## config.mk

```make
export PLATFORM = sky130hd
export DESIGN_NAME = mem_ctrl
export DESIGN_NICKNAME = d
export VERILOG_FILES = /design/src/rtl/mem_ctrl.sv
export SDC_FILE = /design/constraint.sdc
export NUM_CORES = 1
export LEC_CHECK = 0
export CORE_AREA = 10 10 105 107
export CTS_CLUSTER_SIZE = 28
export DETAILED_ROUTE_END_ITERATION = 8
export DIE_AREA = 0 0 115 117
export PLACE_DENSITY = 0.74
export SETUP_SLACK_MARGIN = 0.4
export SLEW_MARGIN = 25
export SYNTH_ARGS = -nofsm -noshare
export SYNTH_HDL_FRONTEND = slang
export SYNTH_SLANG_ARGS = --single-unit
```

## constraint.sdc

```tcl
create_clock -name i_Clk -period 3.8 [get_ports i_Clk]
set_input_delay 0.76 -clock i_Clk [delete_from_list [all_inputs] [get_ports i_Clk]]
set_output_delay 0.76 -clock i_Clk [all_outputs]
set_load 0.01 [all_outputs]
```

## src/rtl/mem_ctrl.sv

```systemverilog
// mem_ctrl: LC-3 memory access controller.
// Owns MAR/MDR and converts a microcode memory request (MIO_EN, R.W) into a
// req/ack transaction on the external memory port, returning the R bit.
module mem_ctrl #(
    parameter int unsigned ADDR_W  = 16,
    parameter int unsigned DATA_W  = 16,
    parameter int unsigned TIMEOUT = 255
) (
    input  logic              i_Clk,
    input  logic              i_Reset,
    input  logic              i_LdMar,
    input  logic              i_LdMdr,
    input  logic              i_MioEn,
    input  logic              i_RW,
    input  logic [DATA_W-1:0] i_Bus,
    output logic [ADDR_W-1:0] o_Mar,
    output logic [DATA_W-1:0] o_Mdr,
    output logic              o_Ready,
    output logic              o_MemReq,
    output logic              o_MemWe,
    output logic [ADDR_W-1:0] o_MemAddr,
    output logic [DATA_W-1:0] o_MemWData,
    input  logic [DATA_W-1:0] i_MemRData,
    input  logic              i_MemAck,
    output logic              o_MemErr
);

    // Counter must hold TIMEOUT itself; keep at least one bit when disabled.
    localparam int unsigned     CNT_W  = (TIMEOUT < 1) ? 1 : $clog2(TIMEOUT + 1);
    localparam logic [CNT_W-1:0] TO_VAL = CNT_W'(TIMEOUT);
    localparam bit               TO_EN  = (TIMEOUT != 0);

    typedef enum logic [1:0] {
        ST_IDLE,
        ST_BUSY,
        ST_DONE
    } state_t;

    state_t state_q, state_d;

    logic [ADDR_W-1:0] mar_q,   mar_d;
    logic [DATA_W-1:0] mdr_q,   mdr_d;
    logic [ADDR_W-1:0] addr_q,  addr_d;
    logic [DATA_W-1:0] wdata_q, wdata_d;
    logic              we_q,    we_d;
    logic [DATA_W-1:0] rdbuf_q, rdbuf_d;
    logic [CNT_W-1:0]  cnt_q,   cnt_d;
    logic              err_q,   err_d;

    logic [CNT_W-1:0]  cnt_inc;
    logic              timeout_hit;

    // Timeout detection: fires on the BUSY cycle whose increment reaches TIMEOUT.
    always_comb begin
        cnt_inc     = cnt_q + CNT_W'(1);
        timeout_hit = TO_EN && (cnt_inc == TO_VAL);
    end

    // State register.
    always_ff @(posedge i_Clk or posedge i_Reset) begin
        if (i_Reset) begin
            state_q <= ST_IDLE;
        end else begin
            state_q <= state_d;
        end
    end

    // Next-state logic; an ack in the timeout cycle still counts as success.
    always_comb begin
        state_d = state_q;
        unique case (state_q)
            ST_IDLE: if (i_MioEn) state_d = ST_BUSY;
            ST_BUSY: if (i_MemAck || timeout_hit) state_d = ST_DONE;
            ST_DONE: state_d = ST_IDLE;
            default: state_d = ST_IDLE;
        endcase
    end

    // FSM outputs, decoded from the state register only.
    always_comb begin
        o_MemReq = (state_q == ST_BUSY);
        o_Ready  = (state_q == ST_DONE);
    end

    // Datapath next values: MAR/MDR loads, request latching, read buffer, counter.
    always_comb begin
        mar_d   = mar_q;
        mdr_d   = mdr_q;
        addr_d  = addr_q;
        wdata_d = wdata_q;
        we_d    = we_q;
        rdbuf_d = rdbuf_q;
        cnt_d   = cnt_q;
        err_d   = err_q;

        if (i_LdMar) begin
            mar_d = ADDR_W'(i_Bus);
        end

        if (i_LdMdr) begin
            if (!i_MioEn) begin
                mdr_d = i_Bus;
            end else if (state_q == ST_DONE && !we_q) begin
                mdr_d = rdbuf_q;
            end
        end

        unique case (state_q)
            ST_IDLE: begin
                if (i_MioEn) begin
                    // Registered MAR/MDR are used, so same-cycle loads miss this access.
                    addr_d  = mar_q;
                    wdata_d = mdr_q;
                    we_d    = i_RW;
                    cnt_d   = '0;
                end
            end
            ST_BUSY: begin
                cnt_d = cnt_inc;
                if (i_MemAck) begin
                    rdbuf_d = i_MemRData;
                end else if (timeout_hit) begin
                    rdbuf_d = '0;
                    err_d   = 1'b1;
                end
            end
            default: ;
        endcase
    end

    // Datapath registers.
    always_ff @(posedge i_Clk or posedge i_Reset) begin
        if (i_Reset) begin
            mar_q   <= '0;
            mdr_q   <= '0;
            addr_q  <= '0;
            wdata_q <= '0;
            we_q    <= 1'b0;
            rdbuf_q <= '0;
            cnt_q   <= '0;
            err_q   <= 1'b0;
        end else begin
            mar_q   <= mar_d;
            mdr_q   <= mdr_d;
            addr_q  <= addr_d;
            wdata_q <= wdata_d;
            we_q    <= we_d;
            rdbuf_q <= rdbuf_d;
            cnt_q   <= cnt_d;
            err_q   <= err_d;
        end
    end

    // Register-to-port mapping.
    always_comb begin
        o_Mar      = mar_q;
        o_Mdr      = mdr_q;
        o_MemAddr  = addr_q;
        o_MemWData = wdata_q;
        o_MemWe    = we_q;
        o_MemErr   = err_q;
    end

endmodule

```

==> results by group, run 1 <==
Critical path
  – RR Endpoint: o_MemWData[4]
  – CP Launch Type: register
  – Worst-path cell chain: nand2b_2, inv_2, clkdlybuf4s50_1
  – WP data required: between 3000 and 4000 ps
  – Critical path's largest stage delay: slightly above 600 ps
  – CP Data Arrival Time: 2250 ps
  – R2r setup slk: 1940 ps
  – Crit Path Max Fanout: 23
  – Setup crit end kind: primary output
  – Worst R2R Start: state_q[0]
  – Reg2reg path depth: 3
  – Crit path max-delay cell type: clkdlybuf4s50_1
  – Crit path kind: reg -> out

STA
  – Final setup viols: 0
  – Unrepaired setup endpoints after global routing: no
  – Clock period minus worst slack: around 3000 ps
  – Fmax: 332.6 MHz
  – Final Hold Viols: 0
  – Final worst slack: ~790 ps
  – Worst slew margin: between 40% and 50%
  – Max-slew violation count: 0
  – Worst clock skew: around 11 ps
  – Slew @ Worst Pin: 893.1 ps
  – Post-Route Setup TNS: 0 ps
  – Final worst path period share: 79.13%

Global routing
  – Met3 usage: under 10%
  – Met2 usage: a little under a quarter
  – Initial antenna violation count: 0
  – Pin count of the biggest net entering global routing: about 50
  – Global routing usage on met1: 17.83%
  – GRT overflow: 0
  – Global routing's busiest layer: met2
  – Vias in the first global route: 2985
  – First-pass GRT wire length: approximately 16 mm
  – All-Layer GR Usage: 14.41%

Clocking
  – CTS Hold Buffers Added: 0
  – Post-CTS Resized: 0
  – Clk_lat worst skew: around 360 ps
  – H-tree depth: 3
  – Setup Fix Bufs, Post-CTS: 0
  – Bufs on Longest Clock Path: 2
  – CTS tree: built
  – Worst-path clk slew: around 90 ps
  – Clk sink count: 92
  – Clock Tree Root: clkbuf_8
  – CTS buffer count: 9

Power and ir drop
  – Pwr per Cell Area: between 600 and 700 nW/um^2
  – NetSw: roughly 1.1 mW
  – Leakage: around 2.3 nW
  – Internal Dissipation: 2.456 mW
  – Clock power frac: 21.0%
  – Peak supply drop: around 0.23 mV
  – Comb pwr share: 34.9%
  – Sw Share: around a third
  – Total power: 3.588 mW
  – Seq pwr share: approximately 44%

Detailed routing
  – Routed length per instance: roughly 18 um
  – Initial detailed-routing violation count: approximately 200
  – Post-route ant nets: 0
  – DRC: 0
  – Vias per inst: roughly 5.3
  – DR pass1 iterations: 4
  – Via count: around 2900
  – Total Routed Length: 9.701 mm

Die
  – IO Pins: roughly 110
  – Die X: ~120 um
  – Die ar.: roughly 13000 sq um
  – Die H: ~120 um
  – Rows: 35
  – Core area: around 9000 sq um
  – Initial Util: about 44%

Yosys
  – Yosys top cell area share: about three fifths
  – Top post-synthesis cells by area: dfrtp_1 (58%), mux2_2 (13%), mux2i_1 (4.5%), o21ai_0 (4.0%), and3_1 (3.0%)
  – Post-synth ARST share: 100.0%
  – Seq/Total Area, Yosys: between 50% and 60%
  – Post-synthesis compound-gate area fraction: 8.304%
  – Synth warn: 0
  – Post-synth EDFFs: 0
  – Post-Synth Simple-Gate Area: around a tenth
  – Syn Nets: 362
  – Fraction of synthesized area in multiplexers: about a fifth
  – Main combinational cell family by area after synthesis: multiplexers
  – Syn_area_per_cell: around 12 sq um
  – Seq cells post-synth: between 90 and 100
  – Yosys cell types: 35
  – Ys flop type: dfrtp_1
  – Cell taking the most area after synthesis: dfrtp_1
  – Xor/xnor cell area share of the yosys netlist: 0.4421%
  – Post-Syn Area: 3963 sq um
  – Post-synthesis adder-cell area fraction: less than 1%
  – Cells after synthesis: around 320

Worst hold path
  – Hold Path Depth: 1
  – Worst hold path endpoint: o_MemErr
  – Hold Startpoint: o_MemErr
  – Worst hold path type: reg -> reg

Placed design
  – Post-DP HPWL: between 7 and 8 mm
  – DP Worst Slack: 1162 ps
  – Buffers on Ports: 106
  – Gpl congestion: around 0.81

Job
  – Max-capacitance violation count: 0

Finish
  – Most frequent cells in the layout: clkdlybuf4s50_1 (106), dfrtp_1 (92), mux2_2 (44)
  – ANT cells: 0
  – Fin nets: about 460
  – Layout cells sized above 1: between 15 and 20%
  – Area Growth Syn to Fin: 34.86%
  – Commonest non-fill, non-tap cell in the layout: clkdlybuf4s50_1
  – Number of fill cells: 747

Run status
  – Outcome: complete, no violations
-- Yosys cell counts (2+ instances only) --
| master | count |
|---|---|
| o21ai_0 | 32 |
| o311ai_0 | 2 |
| inv_1 | 2 |
| inv_2 | 2 |
| nand3_1 | 4 |
| nand2_1 | 22 |
| buf_4 | 2 |
| clkbuf_1 | 7 |
| ha_1 | 2 |
| a21oi_1 | 16 |
| buf_6 | 3 |
| mux2_2 | 44 |
| nand2b_1 | 17 |
| nor2_1 | 3 |
| dfrtp_1 | 92 |
| mux2i_1 | 18 |
| buf_2 | 7 |
| and3_1 | 19 |
| o21ai_1 | 3 |
| a22o_1 | 3 |
| mux2_1 | 7 |
-- registers in the layout, summed over array words and instances (netlist names) --
name,count
cnt_q,8
o_Mar,16
o_Mdr,16
o_MemAddr,16
o_MemErr,1
o_MemWData,16
o_MemWe,1
rdbuf_q,16
state_q,2
-- per-layer routing --
layer / vias up / wire, um
met2: 83 / 4614
met3: 17 / 636
met1: 1419 / 4270
li1: 1333 / -
met4: 0 / 179
met5: - / 0
-- per-stage QoR --
| step | instance area [sq um] | hold WS, ps | cells | util [%] |
|---|---|---|---|---|
| finish | 5344 | 484.5 | 539 | 59.24 |
| CTS | 5344 | 491.0 | 539 | 59.24 |
| floorplan | 3963 | 481.4 | 321 | - |
| detailed placement | 5112 | 462.4 | 523 | 56.67 |
| global route | 5344 | 506.6 | 539 | 59.24 |
| global placement | 5112 | 455.1 | 523 | 56.67 |
-- worst max path at each step --
stage / startpoint / depth (start not counted) / to
after floorplan: i_Reset / 1 / cnt_q[0]
after global placement: state_q[0] / 3 / o_MemReq
after detailed placement: i_MioEn / 5 / o_MemAddr[1]
after CTS: state_q[0] / 3 / o_MemReq
after global routing: state_q[0] / 3 / o_MemReq
final: state_q[0] / 3 / o_MemReq
-- area by class of cell --
type,instances,area [sq um],share of cell area (%)
clock buffer,10,137.6,2.576
clock inverter,6,93.84,1.756
inverter,4,16.27,0.3044
multi-input combinational,206,1539,28.80
sequential,92,2302,43.08
tap,111,138.9,2.599
timing repair buffer,110,1116,20.89
-- worst max-delay path: cells and delay by family, from the launching register on --
family,cells,cell delay (ps)
buffers and inverters,2,950
flip-flops,1,580
AND/OR/NAND/NOR,1,350
-- logic make-up after synthesis --
family,Yosys count
buffers and inverters,23
and+or+nand+nor,73
DFF,92
xor gates and xnor gates,2
AOI/OAI and AO/OA,60
adders and majority gates,2
muxes,69
-- power by group through the flow --
stage	combinational [mW]	clock (mW)	sequential (mW)
after floorplan	0.520	0	1.64
after global placement	1.23	0	1.59
after detailed placement	1.27	0	1.60
after CTS	1.28	0.760	1.58
after global routing	1.37	0.806	1.64
final	1.25	0.755	1.58
Note: power is estimated with default switching activity, not from simulation.
==> run 2: changes to the inputs <==
- CORE_AREA: 10 10 105 107 -> 10 10 106 108
- DIE_AREA: 0 0 115 117 -> 0 0 116 118
- PLACE_DENSITY: 0.74 -> 0.76
- clock period: 3.8 -> 2.7 ns (I/O delays scaled with it)
==> run 2 against run 1 <==
Sequential power increased by 41%. Non-clock buffer count increased by 6. Final cell count increased by 1.1%. Critical endpoint is now o_Ready. Largest cell class unchanged. Largest power group unchanged.
==> results by group, run 2 (same netlist as run 1, synthesis figures left out) <==
Worst hold path
  – Hold Startpoint: o_MemErr
  – Worst hold path endpoint: o_MemErr
  – Worst hold path type: reg -> reg
  – Hold Path Depth: 1 (unchanged)

Critical path
  – Crit path kind: reg -> out
  – Setup crit end kind: primary output
  – Crit Path Max Fanout: 10 (-57%)
  – Reg2reg path depth: 5 (+2)
  – CP Launch Type: register
  – Crit path max-delay cell type: clkdlybuf4s50_1
  – Cell family contributing the most delay on the critical path: buffers and inverters
  – RR Endpoint: rdbuf_q[4]
  – Worst R2R Start: cnt_q[0]
  – R2r setup slk: 1040 ps (-900 ps)
  – Worst-path cell chain: buf_4, nor2b_1, clkdlybuf4s50_1
  – Buf+Inv Stages, Crit Path: 2 (unchanged)
  – WP data required: 2160 ps (-880 ps)
  – CP Data Arrival Time: 1590 ps (-660 ps)
  – Critical path's largest stage delay: 550 ps (-60 ps)

STA
  – Slew @ Worst Pin: 575.6 ps (-317.5 ps)
  – Worst clock skew: 10.44 ps (-1.047 ps)
  – Fmax: about 470 MHz
  – Post-Route Setup TNS: 0 ps (unchanged)
  – Clock period minus worst slack: about 2100 ps
  – Unrepaired setup endpoints after global routing: no
  – Final setup viols: 0 (unchanged)
  – Max-slew violation count: 0 (unchanged)
  – Final Hold Viols: 0 (unchanged)
  – Final worst path period share: 78.99%
  – Worst slew margin: 61.54% (+21 points)

Detailed routing
  – Initial detailed-routing violation count: 143 (-29%)
  – Vias per inst: 5.218 (-1.4%)
  – DR pass1 iterations: 4 (unchanged)
  – DRC: 0 (unchanged)
  – Post-route ant nets: 0 (unchanged)
  – Routed length per instance: 17.68 um (-1.8%)
  – Total Routed Length: 9.637 mm (-0.66%)
  – Via count: 2844 (-0.28%)

Die
  – IO Pins: 107 (unchanged)
  – Die X: 116 um (+0.87%)
  – Core area: 9109 sq um (+0.97%)
  – Die ar.: 13690 sq um (+1.7%)
  – Die H: 118 um (+0.85%)
  – Rows: 35 (unchanged)
  – Initial Util: 43.50% (-0.42 points)

Job
  – Max-capacitance violation count: 0 (unchanged)

Clocking
  – Worst-path clk slew: 80 ps (about the same)
  – Clock Tree Root: clkbuf_8
  – CTS tree: built
  – H-tree depth: 3 (unchanged)
  – Clk_lat worst skew: 340 ps (-20 ps)
  – CTS Hold Buffers Added: 0 (unchanged)
  – Bufs on Longest Clock Path: 2 (unchanged)
  – Clk sink count: 92 (unchanged)
  – Setup Fix Bufs, Post-CTS: 0 (unchanged)
  – Post-CTS Resized: 3 (+3)
  – CTS buffer count: 9 (unchanged)

Global routing
  – Initial antenna violation count: 0 (unchanged)
  – First-pass GRT wire length: 15.62 mm (-0.13%)
  – Global routing usage on met1: 17.48% (-0.35 points)
  – Pin count of the biggest net entering global routing: 39 (-20%)
  – Global routing's busiest layer: met2
  – Met2 usage: 22.05% (-1.5 points)
  – All-Layer GR Usage: 14.11% (-0.31 points)
  – Vias in the first global route: 3002 (+0.57%)
  – GRT overflow: 0 (unchanged)
  – Met3 usage: 4.689% (+0.97 points)

Finish
  – Area Growth Syn to Fin: 36.15%
  – Fin nets: 470 (+1.3%)
  – ANT cells: 0 (unchanged)
  – Layout cells sized above 1: 17.51% (+0.69 points)
  – Most frequent cells in the layout: clkdlybuf4s50_1 (105), dfrtp_1 (91), mux2_2 (44)
  – Fin util: 59.23% (about the same)
  – Commonest non-fill, non-tap cell in the layout: clkdlybuf4s50_1

Placed design
  – Post-DP HPWL: 7.293 mm (+2.6%)
  – Buffers on Ports: 106 (unchanged)
  – Gpl congestion: 0.7935 (-2.1%)

Power and ir drop
  – Peak supply drop: 0.3277 mV (+42%)
  – Leakage: 2.354 nW (+1.1%)
  – Pwr per Cell Area: 943.6 nW/um^2 (+41%)

Run status
  – Outcome: complete, no violations
-- run 2: cell types whose count changed in the layout (fill, tap and decap cells not counted), sizes merged, moves of 2 or more --
cell | before | now
inv | 5 | 3
clkinv | 2 | 0
buf | 4 | 10
clkbuf | 10 | 12
-- run 2: how the worst max path moves through the flow --
| stage | startpoint | endpoint | depth (start not counted) |
|---|---|---|---|
| global route | state_q[0] | o_Ready | 3 |
| detailed placement | i_MioEn | o_MemAddr[7] | 5 |
| global placement | i_MioEn | o_MemWData[12] | 5 |
| floorplan | i_MioEn | o_MemAddr[0] | 5 |
| finish | state_q[0] | o_Ready | 3 |
| CTS | state_q[0] | o_Ready | 3 |
-- run 2: area by class of cell --
class                           count  area (sq um)
Sequential cell                    92          2303
Multi-Input combinational cell    206          1539
Clock buffer                       12         135.1
Timing Repair Buffer              116          1160
Inverter                            4         21.27
Tap cell                          111         138.9
Fill cell                         768          3714
Clock inverter                      4         97.59
-- run 2: worst reg2reg max path: cells and delay by family, from the launching register on --
kind            cells  cell delay (ps)
compound gates      1              170
xor+xnor            1              150
fa+ha+maj           1              260
flops               1              420
simple gates        2              530
-- run 2: stage by stage --
step	cells	hold slack [ps]	instance area, sq um	power, mW	setup slack [ps]
detailed placement	529	450.3	5160	4.073	551.2
CTS	545	474.6	5395	5.147	536.7
floorplan	321	481.4	3966	3.041	1005
global route	545	485.1	5395	5.422	503.6
finish	545	469.9	5395	5.091	567.3
global placement	529	440.3	5160	3.984	600.7
-- run 2: per-layer routing --
layer	share of wire [%]	wire [um]
met3	8.8	849
met2	46	4460
met1	43	4118
met5	0	0
met4	2.2	208
-- run 2: where the power goes --
| group | switching (mW) | internal, mW | total [mW] |
|---|---|---|---|
| registers | 0.357 | 1.86 | 2.22 |
| logic | 0.744 | 1.05 | 1.80 |
| clock network | 0.460 | 0.617 | 1.08 |
